$ cat src/rtl/mips_debug_controller.sv
// mips_debug_controller
// UART-driven sequencer for the 5-stage MIPS pipeline. It decodes command
// bytes ('L' load, 'C' continue, 'S' step, 'R' reset). It drives the pipeline
// enable, reset and instruction-memory write ports. After a run or step it
// streams a 136-byte state dump (PC, cycle count, 32 GPRs) back over the UART.
//
// Handshakes:
//   Rx_Valid is a one-cycle strobe with no back-pressure. A byte is consumed
//   only in IDLE, LOAD_CNT and LOAD_BYTE. In any other state it is dropped.
//   Tx_Start is a one-cycle strobe, raised only while Tx_Busy is low. Tx_Data
//   is valid in that same cycle. Tx_Busy only rises the cycle after Tx_Start,
//   so each *_WAIT state ignores Tx_Busy for one cycle. It then waits for
//   Tx_Busy to be low before moving on.
module mips_debug_controller #(
    parameter int IM_ADDR_WIDTH = 10,
    parameter int RUN_TIMEOUT   = 65535,
    parameter int N_REGS        = 32
) (
    input  logic                     ClockIn,
    input  logic                     Reset,
    input  logic [7:0]               Rx_Data,
    input  logic                     Rx_Valid,
    input  logic                     Tx_Busy,
    output logic [7:0]               Tx_Data,
    output logic                     Tx_Start,
    input  logic                     Halt,
    input  logic [31:0]              PC_In,
    input  logic [31:0]              Dbg_RegData,
    output logic [4:0]               Dbg_RegAddr,
    output logic                     CPU_Enable,
    output logic                     CPU_Reset,
    output logic                     IM_WriteEnable,
    output logic [IM_ADDR_WIDTH-1:0] IM_Address,
    output logic [31:0]              IM_WriteData,
    output logic [3:0]               dbg_state
);

    // Last byte index of the dump: two header words plus one word per GPR.
    localparam logic [7:0] DUMP_LAST = 8'(8 + 4 * N_REGS - 1);

    typedef enum logic [3:0] {
        S_IDLE      = 4'd0,
        S_LOAD_CNT  = 4'd1,
        S_LOAD_BYTE = 4'd2,
        S_LOAD_WR   = 4'd3,
        S_RUN       = 4'd4,
        S_STEP      = 4'd5,
        S_DUMP_SEND = 4'd6,
        S_DUMP_WAIT = 4'd7,
        S_ACK_SEND  = 4'd8,
        S_ACK_WAIT  = 4'd9,
        S_CPU_RST   = 4'd10
    } state_t;

    state_t      state;
    state_t      state_nxt;

    logic        halted;
    logic [31:0] cycle_cnt;
    logic [31:0] cnt_inc;
    logic [31:0] run_cnt;
    logic        run_done;
    logic [31:0] pc_lat;
    logic [31:0] cnt_lat;
    logic [7:0]  word_n;
    logic [7:0]  word_idx;
    logic [1:0]  byte_cnt;
    logic [7:0]  dump_idx;
    logic        wait_skip;
    logic [31:0] dump_word;
    logic [7:0]  dump_byte;

    // Saturating +1 of the cycle counter, and the run-local timeout condition.
    assign cnt_inc   = (cycle_cnt == 32'hFFFF_FFFF) ? cycle_cnt : cycle_cnt + 32'd1;
    assign run_done  = (run_cnt + 32'd1) == 32'(RUN_TIMEOUT);
    assign dbg_state = state;

    // Word index wraps naturally at the instruction-memory address width.
    assign IM_Address = IM_ADDR_WIDTH'({word_idx, 2'b00});

    // Select the dump byte for the current index, MSB first within each word.
    always_comb begin
        dump_word = Dbg_RegData;
        if (dump_idx[7:2] == 6'd0) begin
            dump_word = pc_lat;
        end else if (dump_idx[7:2] == 6'd1) begin
            dump_word = cnt_lat;
        end
        case (dump_idx[1:0])
            2'd0:    dump_byte = dump_word[31:24];
            2'd1:    dump_byte = dump_word[23:16];
            2'd2:    dump_byte = dump_word[15:8];
            default: dump_byte = dump_word[7:0];
        endcase
    end

    // State register.
    always_ff @(posedge ClockIn) begin
        if (Reset) begin
            state <= S_IDLE;
        end else begin
            state <= state_nxt;
        end
    end

    // Next-state decode and all strobe/handshake outputs.
    always_comb begin
        state_nxt      = state;
        Tx_Start       = 1'b0;
        Tx_Data        = 8'h00;
        Dbg_RegAddr    = 5'd0;
        CPU_Enable     = 1'b0;
        CPU_Reset      = 1'b0;
        IM_WriteEnable = 1'b0;
        case (state)
            S_IDLE: begin
                if (Rx_Valid) begin
                    case (Rx_Data)
                        8'h4C:   state_nxt = S_LOAD_CNT;
                        8'h43:   state_nxt = halted ? S_DUMP_SEND : S_RUN;
                        8'h53:   state_nxt = halted ? S_DUMP_SEND : S_STEP;
                        8'h52:   state_nxt = S_CPU_RST;
                        default: state_nxt = S_IDLE;
                    endcase
                end
            end
            S_LOAD_CNT: begin
                if (Rx_Valid) begin
                    state_nxt = (Rx_Data == 8'h00) ? S_ACK_SEND : S_LOAD_BYTE;
                end
            end
            S_LOAD_BYTE: begin
                if (Rx_Valid && byte_cnt == 2'd3) begin
                    state_nxt = S_LOAD_WR;
                end
            end
            S_LOAD_WR: begin
                IM_WriteEnable = 1'b1;
                state_nxt = ((word_idx + 8'd1) == word_n) ? S_ACK_SEND : S_LOAD_BYTE;
            end
            S_RUN: begin
                CPU_Enable = 1'b1;
                if (Halt || run_done) begin
                    state_nxt = S_DUMP_SEND;
                end
            end
            S_STEP: begin
                CPU_Enable = 1'b1;
                state_nxt  = S_DUMP_SEND;
            end
            S_CPU_RST: begin
                CPU_Reset = 1'b1;
                state_nxt = S_ACK_SEND;
            end
            S_DUMP_SEND: begin
                Tx_Data = dump_byte;
                if (dump_idx >= 8'd8) Dbg_RegAddr = dump_idx[6:2] - 5'd2;
                if (!Tx_Busy) begin
                    Tx_Start  = 1'b1;
                    state_nxt = S_DUMP_WAIT;
                end
            end
            S_DUMP_WAIT: begin
                Tx_Data = dump_byte;
                if (dump_idx >= 8'd8) Dbg_RegAddr = dump_idx[6:2] - 5'd2;
                if (!wait_skip && !Tx_Busy) begin
                    state_nxt = (dump_idx == DUMP_LAST) ? S_IDLE : S_DUMP_SEND;
                end
            end
            S_ACK_SEND: begin
                Tx_Data = 8'h4B;
                if (!Tx_Busy) begin
                    Tx_Start  = 1'b1;
                    state_nxt = S_ACK_WAIT;
                end
            end
            S_ACK_WAIT: begin
                Tx_Data = 8'h4B;
                if (!wait_skip && !Tx_Busy) begin
                    state_nxt = S_IDLE;
                end
            end
            default: state_nxt = S_IDLE;
        endcase
    end

    // Datapath: load assembly, cycle/run counters, halted flag, dump latches.
    always_ff @(posedge ClockIn) begin
        if (Reset) begin
            halted       <= 1'b0;
            cycle_cnt    <= 32'd0;
            run_cnt      <= 32'd0;
            pc_lat       <= 32'd0;
            cnt_lat      <= 32'd0;
            word_n       <= 8'd0;
            word_idx     <= 8'd0;
            byte_cnt     <= 2'd0;
            dump_idx     <= 8'd0;
            wait_skip    <= 1'b0;
            IM_WriteData <= 32'd0;
        end else begin
            // The last cycle of a SEND state arms the skip for the WAIT state.
            wait_skip <= (state == S_DUMP_SEND) || (state == S_ACK_SEND);

            if (state == S_IDLE) run_cnt <= 32'd0;
            if (state == S_RUN)  run_cnt <= run_cnt + 32'd1;

            if (state == S_LOAD_CNT && Rx_Valid) begin
                word_n   <= Rx_Data;
                word_idx <= 8'd0;
                byte_cnt <= 2'd0;
            end
            if (state == S_LOAD_BYTE && Rx_Valid) begin
                IM_WriteData <= {IM_WriteData[23:0], Rx_Data};
                byte_cnt     <= byte_cnt + 2'd1;
            end
            if (state == S_LOAD_WR) word_idx <= word_idx + 8'd1;

            if (CPU_Enable) begin
                cycle_cnt <= cnt_inc;
                if (Halt) halted <= 1'b1;
            end
            if (CPU_Reset) begin
                cycle_cnt <= 32'd0;
                halted    <= 1'b0;
            end

            // Freeze PC and count on dump entry so the streamed values are stable.
            if (state_nxt == S_DUMP_SEND && state != S_DUMP_SEND && state != S_DUMP_WAIT) begin
                pc_lat   <= PC_In;
                cnt_lat  <= CPU_Enable ? cnt_inc : cycle_cnt;
                dump_idx <= 8'd0;
            end else if (state == S_DUMP_WAIT && state_nxt == S_DUMP_SEND) begin
                dump_idx <= dump_idx + 8'd1;
            end
        end
    end

endmodule

$ cat config.mk
export PLATFORM = sky130hd
export DESIGN_NAME = mips_debug_controller
export DESIGN_NICKNAME = d
export VERILOG_FILES = /design/src/rtl/mips_debug_controller.sv
export SDC_FILE = /design/constraint.sdc
export NUM_CORES = 1
export LEC_CHECK = 0
export CORE_MARGIN = 2
export CORE_UTILIZATION = 50
export CTS_CLUSTER_SIZE = 24
export DETAILED_ROUTE_END_ITERATION = 7
export PLACE_DENSITY = 0.74
export SETUP_SLACK_MARGIN = 0.05
export SYNTH_ARGS = -nofsm -noshare
export SYNTH_HDL_FRONTEND = slang
export SYNTH_SLANG_ARGS = --single-unit
$ cat constraint.sdc
create_clock -name ClockIn -period 4.55 [get_ports ClockIn]
set_input_delay 1.365 -clock ClockIn [delete_from_list [all_inputs] [get_ports ClockIn]]
set_output_delay 1.365 -clock ClockIn [all_outputs]
set_load 0.005 [all_outputs]
==> impl_metrics.csv, run 1 <==
group,metric,value,unit
synth,syn_inst,1259,
die,rows,51,
worst_setup_path,path_max_fanout,1,
cts,htree_levels,4,
timing,setup_ws,134.9,ps
drt,first_pass_iters,6,
synth,synth-warning-count,0,
drt,drtAntennaViolNets,0,
synth,syn_area,10100,um^2
die,die_area,21350,um^2
grt,grt_pass1_vias,8884,
drt,wl_per_cell,17.01,um
die,start_util,0.5139,
cts,clockRootBuffer,"clkbuf_16",
timing,final_max_slew_viol_count,0,
worst_setup_path,reg2reg_to,"cnt_lat[24]",
worst_setup_path,r2r_cells,10,
worst_setup_path,crit_required,3180,ps
timing,finClkSkew,12.08,ps
die,fp.dieH,146.1,um
worst_setup_path,critPathKind,"input port to output port",
power_and_ir_drop,irDropWorstVdd,0.0002694,V
synth,ys_seq_area_frac,0.3806,
cells_and_area,areaGrowthSynthToFinish,20.84,%
cells_and_area,layout_commonest_cell,"dfxtp_1",
worst_setup_path,cp-start-kind,"input port",
drt,routed-via-count,9543,
cells_and_area,instances_no_fill,1616,
placed_design,dpl.hpwl,18.92,mm
drt,drt-initial-drc-count,766,
synth,async_reset_ff_frac,0,
synth,synth_ff_type,"dfxtp_1",
worst_setup_path,rrSetupSlack,720,ps
timing,fin_tns_setup,0,ps
cells_and_area,nNetsFinal,1426,
placed_design,gp_congestion,0.8594,
worst_hold_path,whs_path_depth,2,
timing,finalCriticalPeriod,4415,ps
cells_and_area,final_cell_mix,"dfxtp_1, nand2_1, clkdlybuf4s50_1",
cells_and_area,final.fill_count,1770,
worst_setup_path,end_kind,"output port",
power_and_ir_drop,power_density,286.8,nW/um^2
grt,grt_max_degree,65,
placed_design,place_ws,171.1,ps
drt,drcViolationCount,0,
cts,numCtsBuffers,17,
cts,clk_latency,440,ps
synth,ys_ff_latch,192,
cts,clk_pin_slew,80,ps
worst_setup_path,r2r_start,"run_cnt[1]",
cts,clock_tree.buffer_depth,2,
drt,viasPerCell,5.905,
timing,fmax,226.5,MHz
timing,rsz0062_at_grt,"true",
grt,grt_pass1_wl,44.90,mm
cts,numClockSinks,192,
job,cap_viol_max_count,0,
placed_design,numPortBuffers,137,
drt,wirelength,27.49,mm
grt,gr-total-overflow,0,
timing,tightest_slew,1052,ps
outcome,status,"complete, no violations",
worst_hold_path,hold_path_end,"IM_WriteData[29]",
worst_hold_path,worstHoldStart,"IM_WriteData[29]",
timing,finalHoldViolations,0,
worst_setup_path,critPathArrivalTime,3050,ps
grt,grtUsageTotal,0.2524,
die,core_region_area,19650,um^2
cells_and_area,drive_above_1_share,0.08882,
synth,synth_cell_types,67,
cells_and_area,n_antenna_cell,0,
worst_hold_path,hold_path_class,"flop to flop",
cts,cts_tree,"built",
placed_design,dp.cells,1583,
timing,relSlewSlack,0.2947,
die,boundaryPins,140,
timing,finalSetupViolCount,0,
timing,timing.final.crit_share,0.9704,
synth,syn_avg_cell_area,8.022,um^2
power_and_ir_drop,p_leak,4.141,nW
grt,antenna_found_initial,0,
synth,synth_edf_count,0,
die,die_x,146.1,um
-- metrics by stage --
step	power, mW	hold slack, ps	cell area (um^2)	util
2_1_floorplan	1.887	447.2	10100	-
3_3_place_gp	2.037	441.0	11600	0.5902
3_5_place_dp	2.040	449.4	11600	0.5902
4_1_cts	3.513	460.9	12200	0.6208
5_1_grt	3.605	482.9	12200	0.6210
6_report	3.500	459.0	12200	0.6210
-- cells by family (layout without fill, tap and decap cells) --
| kind of cell | count (synthesis) | count (layout) | synth area share |
|---|---|---|---|
| simple gates | 525 | 525 | 0.2564 |
| xor+xnor | 59 | 59 | 0.05116 |
| compound gates | 314 | 314 | 0.2047 |
| fa+ha+maj | 11 | 11 | 0.01363 |
| flops | 192 | 192 | 0.3806 |
| mux | 41 | 41 | 0.04063 |
| other cells | 1 | 2 | 0.0003713 |
| buf+inv | 116 | 207 | 0.05253 |
-- worst max path at each step --
stage                     from          to  slack, ps  depth (start not counted)
3_3_place_gp   Dbg_RegData[30]  Tx_Data[6]        160                          6
6_report       Dbg_RegData[30]  Tx_Data[6]        130                          6
2_1_floorplan       Rx_Data[2]  cnt_lat[0]        870                         10
5_1_grt            dump_idx[3]  Tx_Data[3]         50                          8
3_5_place_dp   Dbg_RegData[30]  Tx_Data[6]        170                          6
4_1_cts            dump_idx[3]  Tx_Data[1]        100                          8
-- Yosys cell counts, drive strengths merged (13+ instances only) --
library cell / count / area, um^2
xor2: 40 / 350.3
nor3: 68 / 340.3
clkbuf: 72 / 276.5
mux2i: 41 / 410.4
a31oi: 20 / 125.1
nand3: 68 / 350.3
o21ai: 64 / 320.3
o211ai: 27 / 202.7
and4: 13 / 113.9
xnor2: 19 / 166.4
nor2: 118 / 445.4
and3: 18 / 112.6
nand4: 22 / 143.9
buf: 34 / 216.5
a211oi: 39 / 452.9
a21oi: 124 / 620.6
dfxtp: 192 / 3844
nand2: 144 / 540.5
-- layer usage --
layer | vias up | wire [um] | GRT usage
li1 | 4685 | - | -
met1 | 4562 | 12570 | 0.3439
met2 | 248 | 13210 | 0.4101
met3 | 48 | 1075 | 0.03250
met4 | 0 | 639 | 0.09563
met5 | - | 0 | 0
-- area by class of cell --
| type | instances | area [um^2] | share of cell area |
|---|---|---|---|
| tap | 265 | 331.6 | 0.02717 |
| sequential | 192 | 3845 | 0.3151 |
| clock inverter | 15 | 167.7 | 0.01374 |
| inverter | 10 | 37.54 | 0.003076 |
| multi-input combinational | 952 | 5756 | 0.4716 |
| clock buffer | 17 | 425.4 | 0.03486 |
| timing repair buffer | 165 | 1642 | 0.1345 |
-- registers in the layout (all words and copies together), names as in the netlist --
name,count
dbg_state,4
word_n,8
cycle_cnt,32
word_idx,8
cnt_lat,32
run_cnt,32
dump_idx,8
IM_WriteData,32
halted,1
byte_cnt,2
pc_lat,32
wait_skip,1
-- where the power goes --
group | switching, mW | total, mW | leakage, nW | internal [mW]
clock | 0.759 | 1.50 | 0.286 | 0.739
sequential | 0.0170 | 1.71 | 1.55 | 1.69
combinational | 0.156 | 0.294 | 2.31 | 0.139
-- critical path, stage by stage --
cell and delay [ps]:
clkdlybuf4s50_1 480, o211ai_1 150, a31oi_1 290, a21oi_1 70, o21ai_0 180, clkdlybuf4s50_1 520
-- what timing repair did --
item | in CTS | in global routing
buffers inserted | 1 | 0
pin swaps | 1 | 0
gates resized for setup | 0 | 1
setup endpoints to repair | 3 | 4
hold buffers | 0 | 0
Note: power is estimated with default switching activity, not from simulation.
==> inputs of run 2 (changes only) <==
--- a/config.mk
+++ b/config.mk
@@ -5,11 +5,13 @@
 export SDC_FILE = /design/constraint.sdc
 export NUM_CORES = 1
 export LEC_CHECK = 0
+export CELL_PAD_IN_SITES_DETAIL_PLACEMENT = 1
+export CELL_PAD_IN_SITES_GLOBAL_PLACEMENT = 1
 export CORE_MARGIN = 2
-export CORE_UTILIZATION = 50
+export CORE_UTILIZATION = 41
 export CTS_CLUSTER_SIZE = 24
 export DETAILED_ROUTE_END_ITERATION = 7
-export PLACE_DENSITY = 0.74
+export PLACE_DENSITY_LB_ADDON = 0.1
 export SETUP_SLACK_MARGIN = 0.05
 export SYNTH_ARGS = -nofsm -noshare
 export SYNTH_HDL_FRONTEND = slang
==> run 2 against run 1 <==
  * Clock-buffer cell count did not move
  * Final cell count rose by 3.8%
  * Hold slack got worse by 1.0 ps
  * Highest routed layer unchanged
  * Maximum frequency barely moved
  * Largest power group unchanged
==> impl_metrics.csv, run 2 (synthesis results as in run 1) <==
group,metric,value,unit
die,die_x,161.0,um
drt,drtAntennaViolNets,0,
job,cap_viol_max_count,0,
placed_design,gp_congestion,0.7987,
timing,fmax,226.4,MHz
cells_and_area,drive_above_1_share,0.09232,
power_and_ir_drop,p_total,3.504,mW
cells_and_area,multi_input_comb_area,5774,um^2
cells_and_area,final_core_util,0.5105,
cts,numCtsBuffers,17,
worst_setup_path,cp_top_family,"buffers and inverters",
power_and_ir_drop,p_leak,4.188,nW
drt,first_pass_iters,5,
die,rows,57,
cells_and_area,layout_commonest_cell,"dfxtp_1",
timing,relSlewSlack,0.3779,
worst_setup_path,crit_required,3180,ps
placed_design,dpl.hpwl,22.22,mm
worst_setup_path,slowest_stage,"clkdlybuf4s50_1",
worst_setup_path,r2r_start,"run_cnt[1]",
cells_and_area,areaGrowthSynthToFinish,22.56,%
cts,clk_pin_slew,80,ps
drt,routed-via-count,9662,
worst_setup_path,slowest_delay,520,ps
cts,numClockSinks,192,
cts,hold_buffers,0,
worst_setup_path,crit_top_cell,"clkdlybuf4s50_1",
worst_setup_path,end_kind,"output port",
timing,finalCriticalPeriod,4416,ps
cells_and_area,n_antenna_cell,0,
cells_and_area,final_cell_mix,"dfxtp_1, nand2_1, clkdlybuf4s50_1",
worst_setup_path,critPathArrivalTime,3050,ps
timing,tightest_slew,933.1,ps
grt,grt_pass1_vias,9629,
grt,antenna_found_initial,0,
worst_hold_path,whs_path_depth,2,
power_and_ir_drop,irDropWorstVdd,0.0002403,V
timing,rsz0062_at_grt,"true",
worst_setup_path,path_buf_inv,2,
cells_and_area,seq_area,3845,um^2
drt,wirelength,32.89,mm
worst_setup_path,critPathKind,"input port to output port",
timing,timing.final.crit_share,0.9706,
drt,drt-initial-drc-count,501,
outcome,status,"complete, no violations",
cts,htree_levels,4,
timing,finalHoldViolations,0,
worst_setup_path,cp-start-kind,"input port",
grt,gr-total-overflow,0,
timing,final_max_slew_viol_count,0,
drt,drcViolationCount,0,
cells_and_area,final.fill_count,2891,
worst_setup_path,r2r_cells,11,
die,die_area,25900,um^2
placed_design,numPortBuffers,137,
cts,clock_tree.buffer_depth,2,
die,fp.dieH,161.0,um
grt,grtUsageTotal,0.2505,
worst_hold_path,hold_path_end,"IM_WriteData[29]",
grt,grt_max_degree,107,
drt,wl_per_cell,19.60,um
die,start_util,0.4165,
worst_hold_path,hold_path_class,"flop to flop",
worst_setup_path,path_max_fanout,1,
grt,grt_pass1_wl,52.25,mm
timing,finClkSkew,14.64,ps
worst_setup_path,path_cells,"clkdlybuf4s50_1, o211ai_1, a31oi_2, a21oi_1, o21ai_1, clkdlybuf4s50_1",
cts,cts_tree,"built",
worst_setup_path,rrSetupSlack,830,ps
cells_and_area,nNetsFinal,1430,
drt,viasPerCell,5.758,
worst_setup_path,reg2reg_to,"cnt_lat[21]",
die,core_region_area,24250,um^2
cts,clk_latency,440,ps
timing,fin_tns_setup,0,ps
cts,clockRootBuffer,"clkbuf_16",
timing,finalSetupViolCount,0,
die,boundaryPins,140,
power_and_ir_drop,power_density,283.1,nW/um^2
worst_hold_path,worstHoldStart,"IM_WriteData[29]",
==> run 2: metal layers <==
layer  vias to the layer above  GRT usage  wire length (um)
li1                       4688          -                 -
met5                         -          0                 0
met1                      4763     0.3207             14630
met4                         0    0.07792               871
met2                       172     0.4266             16170
met3                        39    0.04855              1218
==> run 2: cell type report <==
class                           instances  share of cell area
Multi-Input combinational cell        952              0.4665
Sequential cell                       192              0.3106
Timing Repair Buffer                  169              0.1408
Clock buffer                           17             0.03437
Tap cell                              324             0.03275
Clock inverter                         14             0.01193
Inverter                               10            0.003032
==> run 2: repair_timing <==
item | CTS | global route
gates cloned | 1 | 1
endpoints found under the setup margin | 4 | 4
gates resized for setup | 2 | 3
pin swaps | 0 | 2
setup buffers | 0 | 1
==> run 2: report_power, final <==
part / total [mW] / switching [mW] / leakage (nW) / internal, mW
logic: 0.306 / 0.168 / 2.37 / 0.138
clock network: 1.49 / 0.759 / 0.275 / 0.730
registers: 1.71 / 0.0181 / 1.55 / 1.69
==> run 2: worst max path at each step <==
stage | from | to | slack [ps] | cells past startpoint
after CTS | dump_idx[3] | Tx_Data[1] | 70 | 8
after global placement | Dbg_RegData[25] | Tx_Data[1] | 70 | 6
final | Dbg_RegData[25] | Tx_Data[1] | 130 | 6
after global routing | dump_idx[6] | Tx_Data[4] | 40 | 8
after detailed placement | Dbg_RegData[9] | Tx_Data[1] | 50 | 6
after floorplan | Rx_Data[2] | cnt_lat[0] | 870 | 10
==> run 2: worst reg2reg max path: cells and delay by family, from the launching register on <==
kind	cells	cell delay, ps
AND/OR/NAND/NOR	5	1310
AO/OA/AOI/OAI	3	900
buffers and inverters	2	550
flip-flops	1	480
adder cells (fa/ha/maj)	1	340
==> run 2: through the flow <==
step / instance area, um^2 / std cells / worst slack (ps) / hold slack (ps)
after floorplan: 10100 / 1260 / 868.2 / 447.2
after global placement: 11720 / 1644 / 72.94 / 442.5
after detailed placement: 11720 / 1644 / 46.88 / 450.1
after CTS: 12340 / 1676 / 73.66 / 461.2
after global routing: 12380 / 1678 / 36.66 / 482.5
final: 12380 / 1678 / 133.9 / 458.0
